==> config.mk <==
export PLATFORM = sky130hd
export DESIGN_NAME = fb_write_arbiter
export DESIGN_NICKNAME = d
export VERILOG_FILES = /design/src/rtl/fb_pkg.sv /design/src/rtl/fb_clear_seq.sv /design/src/rtl/fb_write_arbiter.sv
export SDC_FILE = /design/constraint.sdc
export NUM_CORES = 1
export LEC_CHECK = 0
export ABC_AREA = 1
export BUFFER_PORTS_ARGS = -buffer_cell sky130_fd_sc_hd__buf_2
export CORE_MARGIN = 5
export CORE_UTILIZATION = 40
export DETAILED_ROUTE_END_ITERATION = 10
export GPL_ROUTABILITY_DRIVEN = 1
export PLACE_DENSITY = 0.66
export SKIP_CTS_REPAIR_TIMING = 1
export SLEW_MARGIN = 20
export SYNTH_ARGS = -nofsm -noshare
export SYNTH_HDL_FRONTEND = slang
export SYNTH_SLANG_ARGS = --single-unit
export TNS_END_PERCENT = 10
==> constraint.sdc <==
create_clock -name clk_25 -period 4.9 [get_ports clk_25]
set_clock_uncertainty 0.1 [all_clocks]
set_input_delay 0.98 -clock clk_25 [delete_from_list [all_inputs] [get_ports clk_25]]
set_output_delay 0.98 -clock clk_25 [all_outputs]
set_load 0.02 [all_outputs]
==> src/rtl/fb_pkg.sv <==
// fb_pkg: frame-buffer geometry and fill-sequencer state type
package fb_pkg;
    localparam int ADDR_WIDTH = 15;
    localparam int H_RES = 160;
    localparam int V_RES = 120;
    localparam int FB_DEPTH = H_RES * V_RES;
    typedef enum logic {IDLE, CLEAR} fb_state_t;
endpackage

==> src/rtl/fb_clear_seq.sv <==
// fb_clear_seq: full-frame fill sequencer emitting one ascending address per cycle
module fb_clear_seq #(
    parameter int ADDR_WIDTH = fb_pkg::ADDR_WIDTH,
    parameter int FB_DEPTH = fb_pkg::FB_DEPTH
) (
    input  logic                  clk_25,
    input  logic                  reset,
    input  logic                  clear_req,
    input  logic                  clear_pixel,
    output logic                  busy,
    output logic                  last,
    output logic [ADDR_WIDTH-1:0] count,
    output logic                  fill_pixel
);
    import fb_pkg::*;
    fb_state_t state, state_next;
    logic [ADDR_WIDTH-1:0] count_next;
    logic fill_pixel_next;
    assign busy = state == CLEAR;
    assign last = busy && count == ADDR_WIDTH'(FB_DEPTH - 1);
    always_ff @(posedge clk_25) begin
        if (reset) begin
            state <= IDLE;
            count <= '0;
            fill_pixel <= 1'b0;
        end else begin
            state <= state_next;
            count <= count_next;
            fill_pixel <= fill_pixel_next;
        end
    end
    always_comb begin
        state_next = state;
        count_next = count;
        fill_pixel_next = fill_pixel;
        if (!busy && clear_req) begin
            state_next = CLEAR;
            count_next = '0;
            fill_pixel_next = clear_pixel;
        end else if (busy) begin
            state_next = last ? IDLE : CLEAR;
            count_next = last ? '0 : count + 1'b1;
        end
    end
endmodule

==> src/rtl/fb_write_arbiter.sv <==
// fb_write_arbiter: round-robin two-client frame-buffer write port with full-frame fill override
module fb_write_arbiter #(
    parameter int ADDR_WIDTH = fb_pkg::ADDR_WIDTH,
    parameter int FB_DEPTH = fb_pkg::FB_DEPTH
) (
    input  logic                  clk_25,
    input  logic                  reset,
    input  logic                  clear_req,
    input  logic                  clear_pixel,
    output logic                  clear_busy,
    output logic                  clear_done,
    input  logic                  c0_valid,
    input  logic [ADDR_WIDTH-1:0] c0_addr,
    input  logic                  c0_pixel,
    output logic                  c0_ready,
    input  logic                  c1_valid,
    input  logic [ADDR_WIDTH-1:0] c1_addr,
    input  logic                  c1_pixel,
    output logic                  c1_ready,
    output logic                  we,
    output logic [ADDR_WIDTH-1:0] write_addr,
    output logic                  pixel,
    output logic                  addr_err
);
    logic fill_last, fill_pixel, open, rr_last, xfer, in_range, sel_pixel;
    logic [ADDR_WIDTH-1:0] fill_addr, sel_addr;
    fb_clear_seq #(
        .ADDR_WIDTH(ADDR_WIDTH),
        .FB_DEPTH(FB_DEPTH)
    ) u_clear_seq (
        .clk_25(clk_25),
        .reset(reset),
        .clear_req(clear_req),
        .clear_pixel(clear_pixel),
        .busy(clear_busy),
        .last(fill_last),
        .count(fill_addr),
        .fill_pixel(fill_pixel)
    );
    // rr_last high means c1 was granted most recently, so c0 wins the next tie
    assign open = !clear_busy && !clear_req;
    assign c0_ready = open && c0_valid && (!c1_valid || rr_last);
    assign c1_ready = open && c1_valid && (!c0_valid || !rr_last);
    assign xfer = (c0_valid && c0_ready) || (c1_valid && c1_ready);
    assign sel_addr = c1_ready ? c1_addr : c0_addr;
    assign sel_pixel = c1_ready ? c1_pixel : c0_pixel;
    assign in_range = int'(sel_addr) < FB_DEPTH;
    always_ff @(posedge clk_25) begin
        if (reset) begin
            we <= 1'b0;
            write_addr <= '0;
            pixel <= 1'b0;
            clear_done <= 1'b0;
            addr_err <= 1'b0;
            rr_last <= 1'b1;
        end else begin
            we <= clear_busy || (xfer && in_range);
            clear_done <= fill_last;
            addr_err <= xfer && !in_range;
            if (clear_busy) begin
                write_addr <= fill_addr;
                pixel <= fill_pixel;
            end else if (xfer && in_range) begin
                write_addr <= sel_addr;
                pixel <= sel_pixel;
            end
            if (xfer) rr_last <= c1_ready;
        end
    end
endmodule
==> results.json <==
{
  "outcome": "complete, no violations",
  "place_ws_ps": 1830,
  "fillerInstances": 509,
  "fin_area_sq_um": 2390,
  "worstHoldPathType": "reg -> reg",
  "die_w_um": 79.9,
  "wl_per_cell_um": 11.6,
  "fin_nets": 384,
  "grt_pass1_wl_mm": 7.75,
  "rsz0062_at_grt": "no",
  "worst_slack_ps": 1840,
  "ant_nets": 0,
  "holdWs_ps": 383,
  "yosysTopAreaCellShare": 0.379,
  "drt_iter0_markers": 87,
  "antenna_found_initial": 0,
  "synth.avg_cell_area_sq_um": 6.72,
  "worst_ep_required_time_ps": 3820,
  "via_count": 1935,
  "std_cell_rows": 25,
  "core_area_sq_um": 4720,
  "clkTransAtPathRegs_ps": 80,
  "ys_types": 28,
  "dpl_cell_area_sq_um": 2270,
  "tightestPinTransition_ps": 557,
  "synth_ff_type": "dfxtp_1",
  "syn-cell-area_sq_um": 1960,
  "cts_buffers": 5,
  "startpoint_type": "input pin",
  "io_buffers": 59,
  "cts.path.max_buffers": 2,
  "arrival_ps": 1980,
  "final.period_utilization": 0.625,
  "drive_gt1_frac": 0.220,
  "gp_congestion": 0.811,
  "drc": 0,
  "async_reset_ff_frac": 0,
  "drv_slew": 0,
  "track_usage": 0.153,
  "syn_inst": 291,
  "worstSetupPathType": "in -> out",
  "finalHoldViolCount": 0,
  "fin_setup_tns_ps": 0,
  "total_leakage_power_uw": 0.00114,
  "htreeDepth": 2,
  "clk_latency_ps": 280,
  "drtPass1Iterations": 4,
  "grt_max_degree": 44,
  "drv_cap": 0,
  "ys_seq_area_frac": 0.379,
  "die_h_um": 79.9,
  "power.density_nw_per_um2": 303,
  "first_global_vias": 1735,
  "fin_crit_ps": 3060,
  "routed_wl_mm": 4.78,
  "peakVddDrop_mv": 0.185,
  "yosys_register_bits": 37,
  "cp_max_fo": 24,
  "yosys_warnings": 0,
  "synth_nets": 330,
  "diodes": 0,
  "final_core_util": 0.505,
  "timing.fmax_mhz": 327,
  "synth_edf_count": 0,
  "synth_largest_area_cell": "dfxtp_1",
  "setup_viol_count_final": 0,
  "overflow": 0,
  "end_kind": "output pin",
  "clock_sinks": 37,
  "place_hpwl_mm": 3.68,
  "yosys-top-cells-area": "dfxtp_1 38%, nand2_1 14%, nor2_1 8.8%",
  "tritoncts": "done",
  "dieArea_sq_um": 6390,
  "start_util": 0.414,
  "cts-root-buf": "clkbuf_8",
  "syn_to_final_growth_pct": 22.0,
  "vias_per_cell": 4.69,
  "slew_headroom": 0.628,
  "ioPinCount": 60
}
final timing paths:
path                               start                          end  slack [ps]  cells after the start
max reg2reg  u_clear_seq.busy$_SDFF_PP0_  write_addr[13]$_SDFFE_PP0P_        2390                     11
min reg2reg   write_addr[2]$_SDFFE_PP0P_   write_addr[2]$_SDFFE_PP0P_         380                      2
min           write_addr[2]$_SDFFE_PP0P_   write_addr[2]$_SDFFE_PP0P_         380                      2
max                            clear_req                     c1_ready        1840                      5
state kept, by name (all words and copies together), names as in the netlist:
register / flops
addr_err: 1
clear_done: 1
pixel: 1
rr_last: 1
u_clear_seq.busy: 1
u_clear_seq.count: 15
u_clear_seq.fill_pixel: 1
we: 1
write_addr: 15
power by group:
part | total, uW | switching (uW) | internal (uW)
sequential | 325 | 9.14 | 316
clock | 264 | 112 | 152
combinational | 134 | 84.8 | 48.8
stage by stage:
stage | power (uW) | instances
3_3_place_gp | 465 | 405
3_5_place_dp | 466 | 405
2_1_floorplan | 424 | 291
6_report | 723 | 413
5_1_grt | 762 | 413
4_1_cts | 730 | 413
logic make-up (layout without fill, tap and decap cells):
group	Yosys count	count (layout)	synth area share
xor gates and xnor gates	6	6	0.0269
muxes	2	2	0.0102
buffers and inverters	37	92	0.0825
and+or+nand+nor	165	165	0.380
adders and majority gates	1	1	0.00639
DFF	37	37	0.379
AOI/OAI and AO/OA	43	43	0.115
Yosys cell counts (all sizes together), types with 2 or more instances:
| library cell | number |
|---|---|
| nand2 | 78 |
| nand3b | 7 |
| nand3 | 14 |
| nor2 | 47 |
| nor3 | 6 |
| o21ai | 26 |
| inv | 23 |
| mux2i | 2 |
| dfxtp | 37 |
| xor2 | 5 |
| buf | 4 |
| nand4 | 10 |
| clkbuf | 9 |
| a21oi | 14 |
per-layer routing:
metal | up-vias | routed length (um) | GRT usage
li1 | 1050 | - | -
met4 | 0 | 0 | 0.0338
met2 | 35 | 2250 | 0.241
met3 | 0 | 218 | 0.0361
met1 | 850 | 2310 | 0.210
met5 | - | 0 | 0
final cells by class:
type | instances | area [sq um] | area share
Clock buffer | 5 | 68.8 | 0.0288
Clock inverter | 3 | 46.3 | 0.0194
Inverter | 24 | 90.1 | 0.0377
Multi-Input combinational cell | 217 | 1050 | 0.442
Sequential cell | 37 | 741 | 0.310
Tap cell | 67 | 83.8 | 0.0351
Timing Repair Buffer | 60 | 303 | 0.127
placed cells by master (no fill, tap or decap), drive strengths merged:
master / count
mux2i: 2
inv: 23
nand2: 78
or2: 1
nand3b: 7
xor2: 5
dfxtp: 37
a21oi: 14
xnor2: 1
nand3: 14
o21ai: 26
ha: 1
nor2: 47
o211ai: 1
nor4: 1
buf: 60
clkbuf: 5
nand4: 10
clkinv: 2
a31oi: 1
bufinv: 1
a21o: 1
clkinvlp: 1
nor3b: 1
nor3: 6
worst max-delay path, stage by stage:
cell     delay [ps]
buf_2           130
nor2_4          210
nand3_4         290
inv_1           190
buf_2           180
(Power assumes the default switching activity.)
